**config.mk**
```make
export PLATFORM = sky130hd
export DESIGN_NAME = alu_multiciclo
export DESIGN_NICKNAME = d
export VERILOG_FILES = /design/src/rtl/alu_multiciclo.sv
export SDC_FILE = /design/constraint.sdc
export NUM_CORES = 1
export LEC_CHECK = 0
export BUFFER_PORTS_ARGS = -buffer_cell sky130_fd_sc_hd__buf_2
export CAP_MARGIN = 40
export CORE_MARGIN = 2
export CORE_UTILIZATION = 55
export DETAILED_ROUTE_END_ITERATION = 8
export HOLD_SLACK_MARGIN = 0.1
export PLACE_DENSITY = 0.75
export SLEW_MARGIN = 25
export SYNTH_ARGS = -nofsm -noshare
export SYNTH_HDL_FRONTEND = slang
export SYNTH_SLANG_ARGS = --single-unit
export TNS_END_PERCENT = 1
```
**constraint.sdc**
```tcl
create_clock -name clk -period 11.5 [get_ports clk]
set_input_delay 2.875 -clock clk [delete_from_list [all_inputs] [get_ports clk]]
set_output_delay 2.875 -clock clk [all_outputs]
set_load 0.02 [all_outputs]
```
**src/rtl/alu_multiciclo.sv**
```systemverilog
// Registered MIPS-style ALU with iterative signed multiply/divide.
// Simple ops finish in one cycle; MULT/DIV take WIDTH iteration cycles.
module alu_multiciclo #(
    parameter int WIDTH   = 32,
    parameter int USA_DIV = 1
) (
    input  logic             clk,
    input  logic             rst_n,
    input  logic             inicio,
    input  logic [3:0]       ALUcontrol,
    input  logic [WIDTH-1:0] entradaA,
    input  logic [WIDTH-1:0] entradaB,
    output logic [WIDTH-1:0] ALUsaida,
    output logic [WIDTH-1:0] saidaHI,
    output logic             Zero,
    output logic             overflow,
    output logic             erro_div0,
    output logic             ocupado,
    output logic             saida_valida
);

    localparam int SW = $clog2(WIDTH);
    localparam int M  = WIDTH - 1;
    localparam logic [SW-1:0] ULT = SW'(WIDTH - 1);

    localparam logic [3:0] OP_AND  = 4'b0000;
    localparam logic [3:0] OP_OR   = 4'b0001;
    localparam logic [3:0] OP_ADD  = 4'b0010;
    localparam logic [3:0] OP_SLL  = 4'b0011;
    localparam logic [3:0] OP_SRL  = 4'b0100;
    localparam logic [3:0] OP_SRA  = 4'b0101;
    localparam logic [3:0] OP_SUB  = 4'b0110;
    localparam logic [3:0] OP_SLT  = 4'b0111;
    localparam logic [3:0] OP_MULT = 4'b1000;
    localparam logic [3:0] OP_DIV  = 4'b1001;
    localparam logic [3:0] OP_NOR  = 4'b1100;

    typedef enum logic [1:0] {OCIOSO, S_MULT, S_DIV} estado_t;

    estado_t estado, prox;

    logic aceita, ultimo, vai_mult, vai_div;
    logic [SW-1:0] cnt;
    logic [SW-1:0] sh;
    logic [WIDTH-1:0] soma, dif;
    logic [WIDTH-1:0] r_lo, r_hi;
    logic r_ov, r_er;

    logic [WIDTH-1:0] mb, lo;
    logic [WIDTH:0] hi;
    logic neg, sa;
    logic [WIDTH-1:0] mag_a, mag_b;
    logic [WIDTH:0] soma_m, desl, sub_d, nhi;
    logic [WIDTH-1:0] nlo;
    logic [2*WIDTH-1:0] prod_mag, prod;
    logic [WIDTH-1:0] f_lo, f_hi;

    assign sh   = entradaB[SW-1:0];
    assign soma = entradaA + entradaB;
    assign dif  = entradaA - entradaB;

    assign vai_mult = inicio && (ALUcontrol == OP_MULT);
    assign vai_div  = inicio && (ALUcontrol == OP_DIV)
                      && (USA_DIV != 0) && (entradaB != '0);

    // State register
    always_ff @(posedge clk or negedge rst_n) begin
        if (!rst_n) estado <= OCIOSO;
        else        estado <= prox;
    end

    // Next-state logic
    always_comb begin
        prox = estado;
        case (estado)
            OCIOSO: begin
                if (vai_mult)     prox = S_MULT;
                else if (vai_div) prox = S_DIV;
            end
            S_MULT, S_DIV: if (ultimo) prox = OCIOSO;
            default: prox = OCIOSO;
        endcase
    end

    // FSM outputs
    always_comb begin
        ocupado = (estado != OCIOSO);
        aceita  = (estado == OCIOSO) && inicio;
        ultimo  = ocupado && (cnt == ULT);
    end

    // Single-cycle results
    always_comb begin
        r_lo = '0;
        r_hi = '0;
        r_ov = 1'b0;
        r_er = 1'b0;
        case (ALUcontrol)
            OP_AND: r_lo = entradaA & entradaB;
            OP_OR:  r_lo = entradaA | entradaB;
            OP_NOR: r_lo = ~(entradaA | entradaB);
            OP_ADD: begin
                r_lo = soma;
                r_ov = (entradaA[M] == entradaB[M]) && (soma[M] != entradaA[M]);
            end
            OP_SUB: begin
                r_lo = dif;
                r_ov = (entradaA[M] != entradaB[M]) && (dif[M] != entradaA[M]);
            end
            OP_SLT: r_lo[0] = $signed(entradaA) < $signed(entradaB);
            OP_SLL: r_lo = entradaA << sh;
            OP_SRL: r_lo = entradaA >> sh;
            OP_SRA: r_lo = WIDTH'($signed(entradaA) >>> sh);
            OP_DIV: begin
                // Only reached here with a zero divisor
                if (USA_DIV != 0) begin
                    r_lo = '1;
                    r_hi = entradaA;
                    r_er = 1'b1;
                end
            end
            default: ;
        endcase
    end

    assign mag_a = entradaA[M] ? -entradaA : entradaA;
    assign mag_b = entradaB[M] ? -entradaB : entradaB;

    // One shift-add / restoring-subtract step on magnitudes
    always_comb begin
        soma_m = hi + (lo[0] ? {1'b0, mb} : '0);
        desl   = {hi[WIDTH-1:0], lo[WIDTH-1]};
        sub_d  = desl - {1'b0, mb};
        if (estado == S_DIV) begin
            nhi = sub_d[WIDTH] ? desl : sub_d;
            nlo = {lo[WIDTH-2:0], ~sub_d[WIDTH]};
        end else begin
            nhi = {1'b0, soma_m[WIDTH:1]};
            nlo = {soma_m[0], lo[WIDTH-1:1]};
        end
        prod_mag = {nhi[WIDTH-1:0], nlo};
        prod     = neg ? -prod_mag : prod_mag;
        if (estado == S_DIV) begin
            f_lo = neg ? -nlo : nlo;
            f_hi = sa ? -nhi[WIDTH-1:0] : nhi[WIDTH-1:0];
        end else begin
            f_lo = prod[WIDTH-1:0];
            f_hi = prod[2*WIDTH-1:WIDTH];
        end
    end

    always_ff @(posedge clk or negedge rst_n) begin
        if (!rst_n) begin
            ALUsaida     <= '0;
            saidaHI      <= '0;
            Zero         <= 1'b0;
            overflow     <= 1'b0;
            erro_div0    <= 1'b0;
            saida_valida <= 1'b0;
            mb           <= '0;
            hi           <= '0;
            lo           <= '0;
            neg          <= 1'b0;
            sa           <= 1'b0;
            cnt          <= '0;
        end else begin
            saida_valida <= 1'b0;
            if (aceita) begin
                if (vai_mult || vai_div) begin
                    mb  <= mag_b;
                    hi  <= '0;
                    lo  <= mag_a;
                    neg <= entradaA[M] ^ entradaB[M];
                    sa  <= entradaA[M];
                    cnt <= '0;
                end else begin
                    ALUsaida     <= r_lo;
                    saidaHI      <= r_hi;
                    Zero         <= (r_lo == '0);
                    overflow     <= r_ov;
                    erro_div0    <= r_er;
                    saida_valida <= 1'b1;
                end
            end else if (ocupado) begin
                hi  <= nhi;
                lo  <= nlo;
                cnt <= cnt + 1'b1;
                if (ultimo) begin
                    ALUsaida     <= f_lo;
                    saidaHI      <= f_hi;
                    Zero         <= (f_lo == '0);
                    overflow     <= 1'b0;
                    erro_div0    <= 1'b0;
                    saida_valida <= 1'b1;
                end
            end
        end
    end

endmodule

```
# Word level (Yosys, flattened, before mapping)

Cells that the tools add are included.

$add $sub $neg: 10
Order comparisons: 1
Equal/unequal tests: 21
Shift-type cells: 3
Multiplexer cells: 51
Bitwise logic cells: 5
Reductions and logical operators: 21

Operators with widths:

| operator             | count |
|---|---|
| $mux W32             | 20 |
| $pmux W31 S9         | 1 |
| $mux W33             | 5 |
| $neg A32 Y32         | 4 |
| $logic_not A32 Y1    | 2 |
| $mux W64             | 1 |
| $neg A64 Y64         | 1 |
| $add A33 B32 Y33     | 1 |
| $sub A33 B32 Y33     | 1 |
| $add A32 B32 Y32     | 1 |
| $and A32 B32 Y32     | 1 |
| $lt A32 B32 Y1       | 1 |
| $not A32 Y32         | 1 |
| $or A32 B32 Y32      | 1 |
| $reduce_bool A32 Y1  | 1 |
| $shl A32 B5 Y32      | 1 |
| $shr A32 B5 Y32      | 1 |
| $sshr A32 B5 Y32     | 1 |
| $sub A32 B32 Y32     | 1 |
| $eq A4 B3 Y1 const B | 4 |
| $mux W1              | 15 |
| $mux W5              | 3 |
| $eq A4 B4 Y1 const B | 3 |
| $pmux W1 S10         | 1 |
| other kinds (24)     | 40 |

Register bits after elaboration: 174
Input bits: 71
Output and inout port bits: 69
Word-level logic and storage cells: 125

# Longest topological paths before layout

Word-level depth: 10
Mapped depth: 28
Gate-level depth less buffers: 26

# Worst setup path after synthesis

OpenSTA, ideal clock, no wires.

Kind: input -> register
From: input port entradaB[3]
To: register ALUsaida[30]
Setup time: 0.121 ns
Data arrival time: 6.854 ns
Required time: 11.379 ns
Path slack: 4.525 ns
Cell stages on the path: 19
Path buffers: 5
Path through: clkbuf_1 -> inv_1 -> buf_2 -> buf_1 -> buf_1 -> ha_1 -> buf_2 -> nor3_1 -> o21ai_1 -> a31oi_4 -> a2111oi_4 -> o41ai_4 -> a21oi_2 -> o31a_1 -> o221a_1 -> o31a_1 -> a211oi_1 -> nor2_1 -> o22a_1

Longest elaborated chain between the ends: 5
Elaborated cells on any way between the ends: 13
Classes of those cells: 2 x add/sub; 1 x eq/ne; 3 x shift; 3 x mux; 4 x reduce/logical

Ends and longest elaborated chain:

| element                                                  | line | source |
|---|---|---|
| start: declaration                                       | 12   | `input logic [WIDTH-1:0] entradaB,` |
| branches (longest 5 deep; another with $sub A32 B32 Y32) | --   |  |
| end signal: assignment                                   | 177  | `ALUsaida <= r_lo;` |
| end signal: assignment                                   | 189  | `ALUsaida <= f_lo;` |
| end: declaration                                         | 13   | `output logic [WIDTH-1:0] ALUsaida,` |

Several ways; the timed one is not identified. The select of a mux whose other input is x is not followed.
A chain may end at the register's enable or synchronous reset.

# Worst setup path in the final report

From: register lo[31]
To: register saidaHI[26]

Longest elaborated chain between the ends: 9
Elaborated cells on any way between the ends: 13
Classes of those cells: 3 x add/sub; 9 x mux; 1 x bitwise

Ends and longest elaborated chain:

| element                                             | line     | source |
|---|---|---|
| start: declaration                                  | 49       | `logic [WIDTH-1:0] mb, lo;` |
| start signal: assignment                            | 172      | `lo <= mag_a;` |
| start signal: assignment                            | 186      | `lo <= nlo;` |
| $sub A33 B32 Y33                                    | 133      | `sub_d = desl - {1'b0, mb};` |
| $mux W33 / $not A1 Y1 (equally long branches)       | 135, 136 |  |
| $mux W33 / $mux W32 (equally long branches)         | 134      | `if (estado == S_DIV) begin` |
| $neg A64 Y64 / $neg A32 Y32 (equally long branches) | 142, 145 |  |
| $mux W64 / $mux W32 (equally long branches)         | 142, 145 |  |
| $mux W32 (*)                                        | 143      | `if (estado == S_DIV) begin` |
| $mux W32 (*)                                        | 188      | `if (ultimo) begin` |
| $mux W32 (*)                                        | 184      | `end else if (ocupado) begin` |
| $mux W32 (*)                                        | 168      | `if (aceita) begin` |
| end signal: assignment                              | 178      | `saidaHI <= r_hi;` |
| end signal: assignment                              | 190      | `saidaHI <= f_hi;` |
| end: declaration                                    | 14       | `output logic [WIDTH-1:0] saidaHI,` |

Every way passes the cells marked *; elsewhere a longest branch is shown, timed or not. The select of a mux whose other input is x is not followed.

==> results.yml <==
yosys:
  syn_area_per_cell_um2: 7.50
  yosys.cell_count.top_type: "nand2_1"
  synth-seq-cells: 174
  ys_async_sr_fraction_pct: 100
  ys_types: 124
  ys.flop_type: "dfrtp_1"
  ys_seq_area_share_pct: 17.4
  netlist_area_um2: 25000
  synth_fp_nets: 3580
  netlist_instances: 3335
  synth_top_area_share_pct: 17.4
  yosysTopAreaCell: "dfrtp_1"
  synthTopCellsByArea: "dfrtp_1 17%, ha_1 8.5%, mux4_2 6.3%"
  ys.warnings.count: 0
  synth_edf_count: 0
  synthTopCellsByCount: "397 x nand2_1, 311 x nor2_1, 283 x o21ai_0"
global_route:
  grt_max_degree: 98
  antenna_found_initial: 8
  grt_overflow: 0
  grt_pass1_wl_um: 173000
  grt_pass1_vias: 26869
  grt.total_usage_pct: 48.7
sta:
  rsz0062_at_grt: "false"
  clock_skew_ns: 0.0185
  finalSetupViolCount: 0
  hold_ws_ns: 0.484
  finalCritPeriodShare_pct: 64.9
  max_slew_margin_pct: 32.9
  hold_viol: 0
  fin_crit_ns: 7.46
  fin_setup_tns_ns: 0
  final_max_slew_viol_count: 0
  fmax_mhz: 134
  tightest_slew_ns: 0.995
detailed_routing:
  viasPerCell: 7.37
  ant_nets: 0
  drc: 2
  drt_iter0_markers: 4293
  drt-pass1-iter-count: 9
  wire_per_inst_um: 30.1
  routed_wl_um: 117000
  vias: 28752
placement:
  io_buffer_count: 139
  dp.cells: 3864
  detailed_place_hpwl_um: 85500
  dpl-instance-area_um2: 25800
  place_congestion: 1.08
clock_tree:
  cts_hold_buf: 0
  cts.sinks: 174
  numCtsBuffers: 17
  cts_resized: 0
  htreeDepth: 4
  ctsRootBufferMaster: "clkbuf_16"
  cts_tree: "built"
  clk_latency_ns: 0.48
  postCtsSetupBuffers: 0
  cts_buffer_depth: 2
  clkSlewWorstSetupHoldPaths_ns: 0.08
critical_path:
  crit_path_end_kind: "flip-flop"
  crit_fanout: 35
  crit_path_start_kind: "flip-flop"
  crit_family: "compound AO/OA/AOI/OAI gates"
  worstPathRequired_ns: 11.84
  worstPathArrival_ns: 7.81
  crit_type: "flip-flop to flip-flop"
  critical_path_buf_inv_count: 4
  max_stage_delay_ns: 0.67
  worst_path_max_delay_cell: "dfrtp_1"
floorplan:
  io_pins: 140
  die_y_um: 217
  std_cell_rows: 78
  chipWidth_um: 217
  core_um2: 45200
  die_area_um2: 47200
  start_util_pct: 55.4
power_and_ir_drop:
  powerDensity_nw_per_um2: 292
  irDropWorstVdd_mv: 0.257
  p_leak_nw: 11.1
  finalPower_w: 0.00774
cells_and_area:
  stdcell_area_um2: 26500
  nNetsFinal: 3533
  syn2layout_area_growth_pct: 6.04
  fillers: 4198
  finalNonFillerCells: 3903
  drive_gt1_share_pct: 12.1
min_path:
  hold_path_class: "flip-flop to flip-flop"
status:
  violations: "design-rule violations"
  outcome: "complete, but fails checks"
run:
  drv_cap: 0
path summary, 6_finish.rpt:
check                           slack [ns]  depth (start not counted)               startpoint                      end
worst max-delay path                  4.04                         28       lo[31]$_DFFE_PN0P_  saidaHI[26]$_DFFE_PN0P_
worst min-delay path                  0.48                          2  ALUsaida[3]$_DFFE_PN0P_  ALUsaida[3]$_DFFE_PN0P_
worst max register to register        4.04                         28       lo[31]$_DFFE_PN0P_  saidaHI[26]$_DFFE_PN0P_
worst min register to register        0.48                          2  ALUsaida[3]$_DFFE_PN0P_  ALUsaida[3]$_DFFE_PN0P_
max in group asynchronous             7.62                          4                    rst_n       mb[19]$_DFFE_PN0P_
min in group asynchronous             2.29                          1                    rst_n        hi[9]$_DFFE_PN0P_
layout by cell type (no fill, tap or decap), types with 13 or more instances in the layout:
cell         n
o21ai_1     25
and2_1      52
nor3_1      69
mux2i_1     88
o21bai_1    24
o31ai_1     34
mux2_2      15
xnor2_1    107
a31oi_1     33
nand2b_1    27
a221o_1     13
a211oi_1    34
a21oi_1    280
a22oi_1     16
o22ai_1     27
mux4_2      70
a211o_1     15
clkbuf_16   17
ha_1       169
xor2_1      44
o221ai_1    16
o21ai_0    282
nor2_1     308
o41ai_1     16
nand2_1    396
buf_4       43
or3_1       20
nand4_1     39
o211ai_1    28
o21a_1      19
dfrtp_1    174
nor4_1      31
nand3_1     68
inv_1      160
and3_1      28
a21o_1      40
nor2b_1     21
buf_2      136
a221oi_1    33
power by group:
| part | switching (W) | total [W] | internal, W |
|---|---|---|---|
| combinational | 0.00390 | 0.00591 | 0.00201 |
| sequential | 0.000305 | 0.00120 | 0.000897 |
| clock | 0.000315 | 0.000630 | 0.000315 |
per-layer routing:
metal  vias up  wire (um)  track usage, %  part of all wire [%]
met2      2367      50100            73.4                    43
met5         -         54               0                 0.046
li1      12142          -               -                     -
met1     13649      42200            60.9                    36
met4         8       9440            32.5                   8.0
met3       586      15600            13.2                    13
cell families after synthesis:
kind of cell               share of synthesized area (%)
and+or+nand+nor                                     21.6
buffers and inverters                               6.94
adders and majority gates                           8.82
xor gates and xnor gates                            5.28
AOI/OAI and AO/OA                                   28.8
DFF                                                 17.4
muxes                                               11.2
worst reg2reg max path, delay by kind of cell (launching register included):
| kind | cells | cell delay [ns] |
|---|---|---|
| AOI/OAI and AO/OA | 11 | 2.99 |
| and+or+nand+nor | 9 | 2.09 |
| adders and majority gates | 3 | 0.72 |
| buffers and inverters | 4 | 0.68 |
| DFF | 1 | 0.67 |
| xor gates and xnor gates | 1 | 0.19 |
area by class of cell:
type / count / area, um2 / area share, %
multi-input cells: 2741 / 19000 / 71.6
flip-flops and latches: 174 / 4350 / 16.4
repair buffers: 187 / 1170 / 4.39
well taps: 600 / 751 / 2.83
inverters: 167 / 628 / 2.37
clock buffers: 17 / 425 / 1.60
clock inverters: 15 / 199 / 0.750
diodes: 2 / 5.00 / 0.0189
flip-flops by register name, indices dropped and copies added, names as in the netlist:
name / count
ALUsaida: 32
Zero: 1
cnt: 5
erro_div0: 1
estado: 2
hi: 33
lo: 32
mb: 32
neg: 1
overflow: 1
sa: 1
saidaHI: 32
saida_valida: 1
metrics by stage:
| step | utilization (%) | setup slack, ns |
|---|---|---|
| floorplan | - | 4.53 |
| global placement | 57.0 | 3.99 |
| detailed placement | 57.1 | 3.97 |
| CTS | 58.5 | 4.31 |
| global route | 58.7 | 3.85 |
| finish | 58.7 | 4.04 |
Note: power is estimated with default switching activity, not from simulation.
